### src/rtl/md_sched.sv
// Multiply/divide scheduler: tracks HI/LO unit occupancy and merges md/data stalls into one Stall.
// Optional stall statistics counter enabled by defining MD_STALL_STATS_EN.
`timescale 1ns/1ps
module md_sched #(
    parameter int MULT_CYCLES = 5,
    parameter int DIV_CYCLES  = 10
) (
    input  logic        clk,
    input  logic        reset,
    input  logic        E_start,
    input  logic        E_is_div,
    input  logic        D_md_use,
    input  logic        hz_stall,
    output logic        busy,
    output logic        md_done,
    output logic        Stall,
    output logic        E_flush,
    output logic [3:0]  cnt,
    output logic [31:0] stall_cycles
);

    typedef enum logic [1:0] {
        IDLE,
        MULT,
        DIV
    } state_t;

    state_t     state;
    state_t     state_next;
    logic [3:0] cnt_next;
    logic       md_stall;

    always_ff @(posedge clk or posedge reset) begin
        if (reset) begin
            state <= IDLE;
            cnt   <= 4'd0;
        end else begin
            state <= state_next;
            cnt   <= cnt_next;
        end
    end

    // A start arriving while the unit is occupied is dropped; the stall rule keeps it from happening.
    always_comb begin
        state_next = state;
        cnt_next   = cnt;
        case (state)
            IDLE: begin
                if (E_start) begin
                    if (E_is_div) begin
                        state_next = DIV;
                        cnt_next   = 4'(DIV_CYCLES);
                    end else begin
                        state_next = MULT;
                        cnt_next   = 4'(MULT_CYCLES);
                    end
                end
            end
            MULT, DIV: begin
                cnt_next = cnt - 4'd1;
                if (cnt == 4'd1) begin
                    state_next = IDLE;
                end
            end
            default: begin
                state_next = IDLE;
                cnt_next   = 4'd0;
            end
        endcase
    end

    assign busy     = (cnt != 4'd0);
    assign md_done  = (cnt == 4'd1);
    assign md_stall = D_md_use & (busy | E_start);
    assign Stall    = md_stall | hz_stall;
    assign E_flush  = Stall;

`ifdef MD_STALL_STATS_EN
    logic [31:0] stall_count;

    always_ff @(posedge clk or posedge reset) begin
        if (reset) begin
            stall_count <= 32'd0;
        end else if (Stall) begin
            stall_count <= stall_count + 32'd1;
        end
    end

    assign stall_cycles = stall_count;
`else
    assign stall_cycles = 32'h0;
`endif

endmodule

### config.mk
export PLATFORM = sky130hd
export DESIGN_NAME = md_sched
export DESIGN_NICKNAME = d
export VERILOG_FILES = /design/src/rtl/md_sched.sv
export SDC_FILE = /design/constraint.sdc
export NUM_CORES = 1
export LEC_CHECK = 0
export BUFFER_PORTS_ARGS = -buffer_cell sky130_fd_sc_hd__buf_4
export CAP_MARGIN = 20
export CORE_MARGIN = 2
export CORE_UTILIZATION = 40
export CTS_CLUSTER_DIAMETER = 40
export DETAILED_ROUTE_END_ITERATION = 10
export GPL_ROUTABILITY_DRIVEN = 0
export PLACE_DENSITY = 0.78
export SYNTH_ARGS = -nofsm -noshare
export SYNTH_HDL_FRONTEND = slang
export SYNTH_SLANG_ARGS = --single-unit
### constraint.sdc
create_clock -name clk -period 1.6 [get_ports clk]
set_input_delay 0.4 -clock clk [delete_from_list [all_inputs] [get_ports clk]]
set_output_delay 0.4 -clock clk [all_outputs]
set_load 0.02 [all_outputs]
Word level (Yosys, flattened, before mapping):

Index checks and enable logic that the tools add are counted.
W data, S select, Z words.

* add/sub/neg operators: 1
* shift operators: 0
* mux-type cells: 7
* multipliers: 0
* order comparisons: 0
* reductions and logical operators: 4
* equality and inequality tests: 5
* bitwise operators: 3
* div/mod/pow operators: 0

Operators by type and width (count)
* $mux W4: 2
* $pmux W4 S2: 1
* $mux W2: 3
* $eq A4 B1 Y1 const B: 1
* $ne A2 B2 Y1 const B: 2
* $pmux W2 S2: 1
* $reduce_bool A4 Y1: 1
* $sub A4 B1 Y4 const B: 1
* $eq A2 B1 Y1 const B: 1
* $eq A2 B2 Y1 const B: 1
* $logic_not A2 Y1: 1
* $or A1 B1 Y1: 2
* $reduce_and A2 Y1: 1
* $reduce_or A2 Y1: 1
* $and A1 B1 Y1: 1

* bits in latches: 0
* flip-flop bits (word level): 6
* output and inout bits: 40
* logic and storage cells: 22
* ROM bits: 0
* memories kept: 0
* memory bits (writable): 0

Logic depth before layout (Yosys ltp):

* depth after elaboration: 4
* gate-level depth with buffers: 5
* gate-level depth less buffers: 5

Worst setup path after synthesis:

OpenSTA, ideal clock, no wires.

* path kind: reg2out
* start: reg cnt[0]
* end: out Stall
* data arrival time: 1285 ps
* setup slack: -85 ps
* stages on the path, launching flop included: 6
* path through: dfrtp_1 inv_1 ha_1 nand3b_1 a21o_1 buf_4

* word-level cells in the longest chain between the ends: 4

RTL lines
* start, declared: RTL line 18 `output logic [3:0] cnt,`
* start signal, assigned: RTL line 39 `cnt <= cnt_next;`
* $reduce_bool A4 Y1: RTL line 72 `assign busy = (cnt != 4'd0);`
* $or A1 B1 Y1: RTL line 74 `assign md_stall = D_md_use & (busy | E_start);`
* $and A1 B1 Y1: RTL line 74
* $or A1 B1 Y1: RTL line 75 `assign Stall = md_stall | hz_stall;`
* end, declared: RTL line 16 `output logic Stall,`

Every way passes these cells.

Worst setup path in the final report:

* start: reg cnt[1]
* end: out md_done

* word-level cells in the longest chain between the ends: 1

RTL lines
* $eq A4 B1 Y1: RTL line 73 `assign md_done = (cnt == 4'd1);`
* end, declared: RTL line 15 `output logic md_done,`

Every way passes these cells.

==> run metrics <==
Register-to-Register Path Depth=7; final wirelength=1.205 mm; final core utilization=48.30%; TritonCTS clock tree=done; P_leak=0.4161 nW; r2r endpoint=state[0]; Yosys cell types=20; Die Width=45.10 um; clock skew=0.01040 ns; final setup margin=-0.1991 ns; CTS Buf Count=3; top cells by area, synth=buf_4 (37%), dfrtp_1 (22%), ha_1 (7.4%); Area Overhead vs Synth=10.19%; max incr delay on CP=0.40 ns; synth warn=0; Worst Path Max Fanout=2; failing checks=setup timing; non-filler cells, final=114; vias per inst=4.298; Final Hold Fails=0; count of state elements after synthesis=6; first-pass GRT wire length=1.725 mm; share of cells above drive strength 1=31.63%; NumNets Final=110; vias=490; Setup crit end kind=primary output; Top Ports=46; critical path type=reg -> out; PD cells=1957 nW/um^2; Iteration-0 DRC Markers=7; area leader, netlist=buf_4; fin area=744.5 sq um; CTS Sinks=6; Remaining Overflow, GRT=0; All-Layer GR Usage=12.42%; Fmax=555.8 MHz; status=finished, violations left; fin crit share=112.4%; prevailing post-synth register cell=dfrtp_1; cell area after synthesis=675.6 sq um; delay-heaviest family, CP=flip-flops; hpwl dp=975.4 um; sequential element share of the synthesized area=22.22%; pre-CTS WS=0.03616 ns; most common cell after layout, fill and taps aside=conb_1; largest net degree at the start of global routing=7; worst-case hold slack=0.06514 ns; H-tree levels=1; Max-Cap Viols=0; Die H=45.10 um; hold-fix buffer count after cts=0; CP Launch Type=flip-flop; placed inst area=689.4 sq um; initial antenna violation count=0; clock root buffer=clkbuf_4; Initial DRT Pass Iterations=4; initial core utilization=43.83%; RSZ-0062 raised after global routing=yes; Async S/R FF share, synth=100.0%; top-area cell type share of the netlist area=36.67%; r2r startpoint=cnt[1]; core area=1541 sq um; antenna viol nets, final=0; Clk Latency, worst-skew pair=0.25 ns; DRC Markers=0; Cells after Synth=79; register-to-register setup slack=-0.09 ns; setup TNS=-0.5862 ns; CTS clock-pin slew for the worst setup and hold paths=0.05 ns; Final Critical Period=1.799 ns; Syn Area/Cell=8.553 sq um; number of I/O port buffers=13; final slew viol count=0; Buf+Inv Stages, Crit Path=3; vias in the first global route=403; Die ar.=2034 sq um; worst min path class=in -> async; CP arrival=1.40 ns; Post-synth EDFFs=0; Finish-stage setup viols=5; crit-path cells=inv_2, ha_1, or3b_4, inv_2, buf_6; placed insts=109; maximum vdd drop=0.6934 mV; clock buffer depth=2; Tot Pwr=1.457 mW; wire per inst=10.57 um; CP most frequent cell=inv_2; commonest non-fill, non-tap cells in the layout=conb_1 (32), buf_4 (16), inv_1 (5); row count=14; ant diodes=0; CP required=1.20 ns; Slowest-stage cell, CP=dfrtp_2
final cells by class:
cell class	instances	area, sq um
Clock buffer	3	22.52
Sequential cell	6	152.6
Inverter	8	30.03
Multi-Input combinational cell	63	376.6
Fill cell	142	797.0
Tap cell	16	20.02
Timing Repair Buffer	18	142.6
kinds of logic after synthesis:
family,Yosys count,share of synthesized area (%)
AO/OA/AOI/OAI,12,14.45
adder cells (fa/ha/maj),4,7.408
buffers and inverters,41,41.11
flip-flops,6,22.22
multiplexers,2,2.963
other,1,0.5550
AND/OR/NAND/NOR,13,11.30
worst reg2reg max path, stage by stage (launching register included):
cell     delay, ns
dfrtp_2       0.40
inv_2         0.08
ha_1          0.13
or3b_4        0.38
buf_4         0.14
buf_6         0.11
a21oi_4       0.13
mux2i_1       0.23
registers in the layout (all words and copies together) (netlist names):
name	cells
cnt	4
state	2
repair_timing:
| action | 4_1_cts | 5_1_grt |
|---|---|---|
| setup buffers | 1 | 1 |
| pin swaps | 0 | 1 |
| setup endpoints to repair | 3 | 6 |
| resized for setup | 3 | 2 |
power breakdown:
part | leakage (nW) | internal (mW) | switching [mW]
sequential | 0.0729 | 0.230 | 0.0692
clock | 0.0138 | 0.0853 | 0.0614
combinational | 0.329 | 0.468 | 0.543
cell usage after synthesis, types with 2 or more instances:
master / number
nor2_1: 2
inv_1: 8
buf_4: 33
dfrtp_1: 6
ha_1: 4
a22o_1: 2
a32o_1: 2
nand2b_1: 4
o21ai_0: 4
nand2_1: 3
mux2i_1: 2
layer usage:
metal	up-vias	wire length [um]	global-route usage [%]	share of wire (%)
met5	-	0	0	0
met1	227	407	11.66	34
li1	229	-	-	-
met2	32	674	23.43	56
met3	2	117	6.000	9.7
met4	0	6	3.529	0.50
worst max-delay path by stage:
stage / startpoint / end / depth (start not counted)
6_report: cnt[1] / md_done / 5
3_3_place_gp: cnt[1] / md_done / 5
5_1_grt: cnt[1] / md_done / 5
4_1_cts: cnt[1] / md_done / 5
2_1_floorplan: cnt[1] / Stall / 5
3_5_place_dp: cnt[1] / md_done / 5
Note: power is estimated with default switching activity, not from simulation.
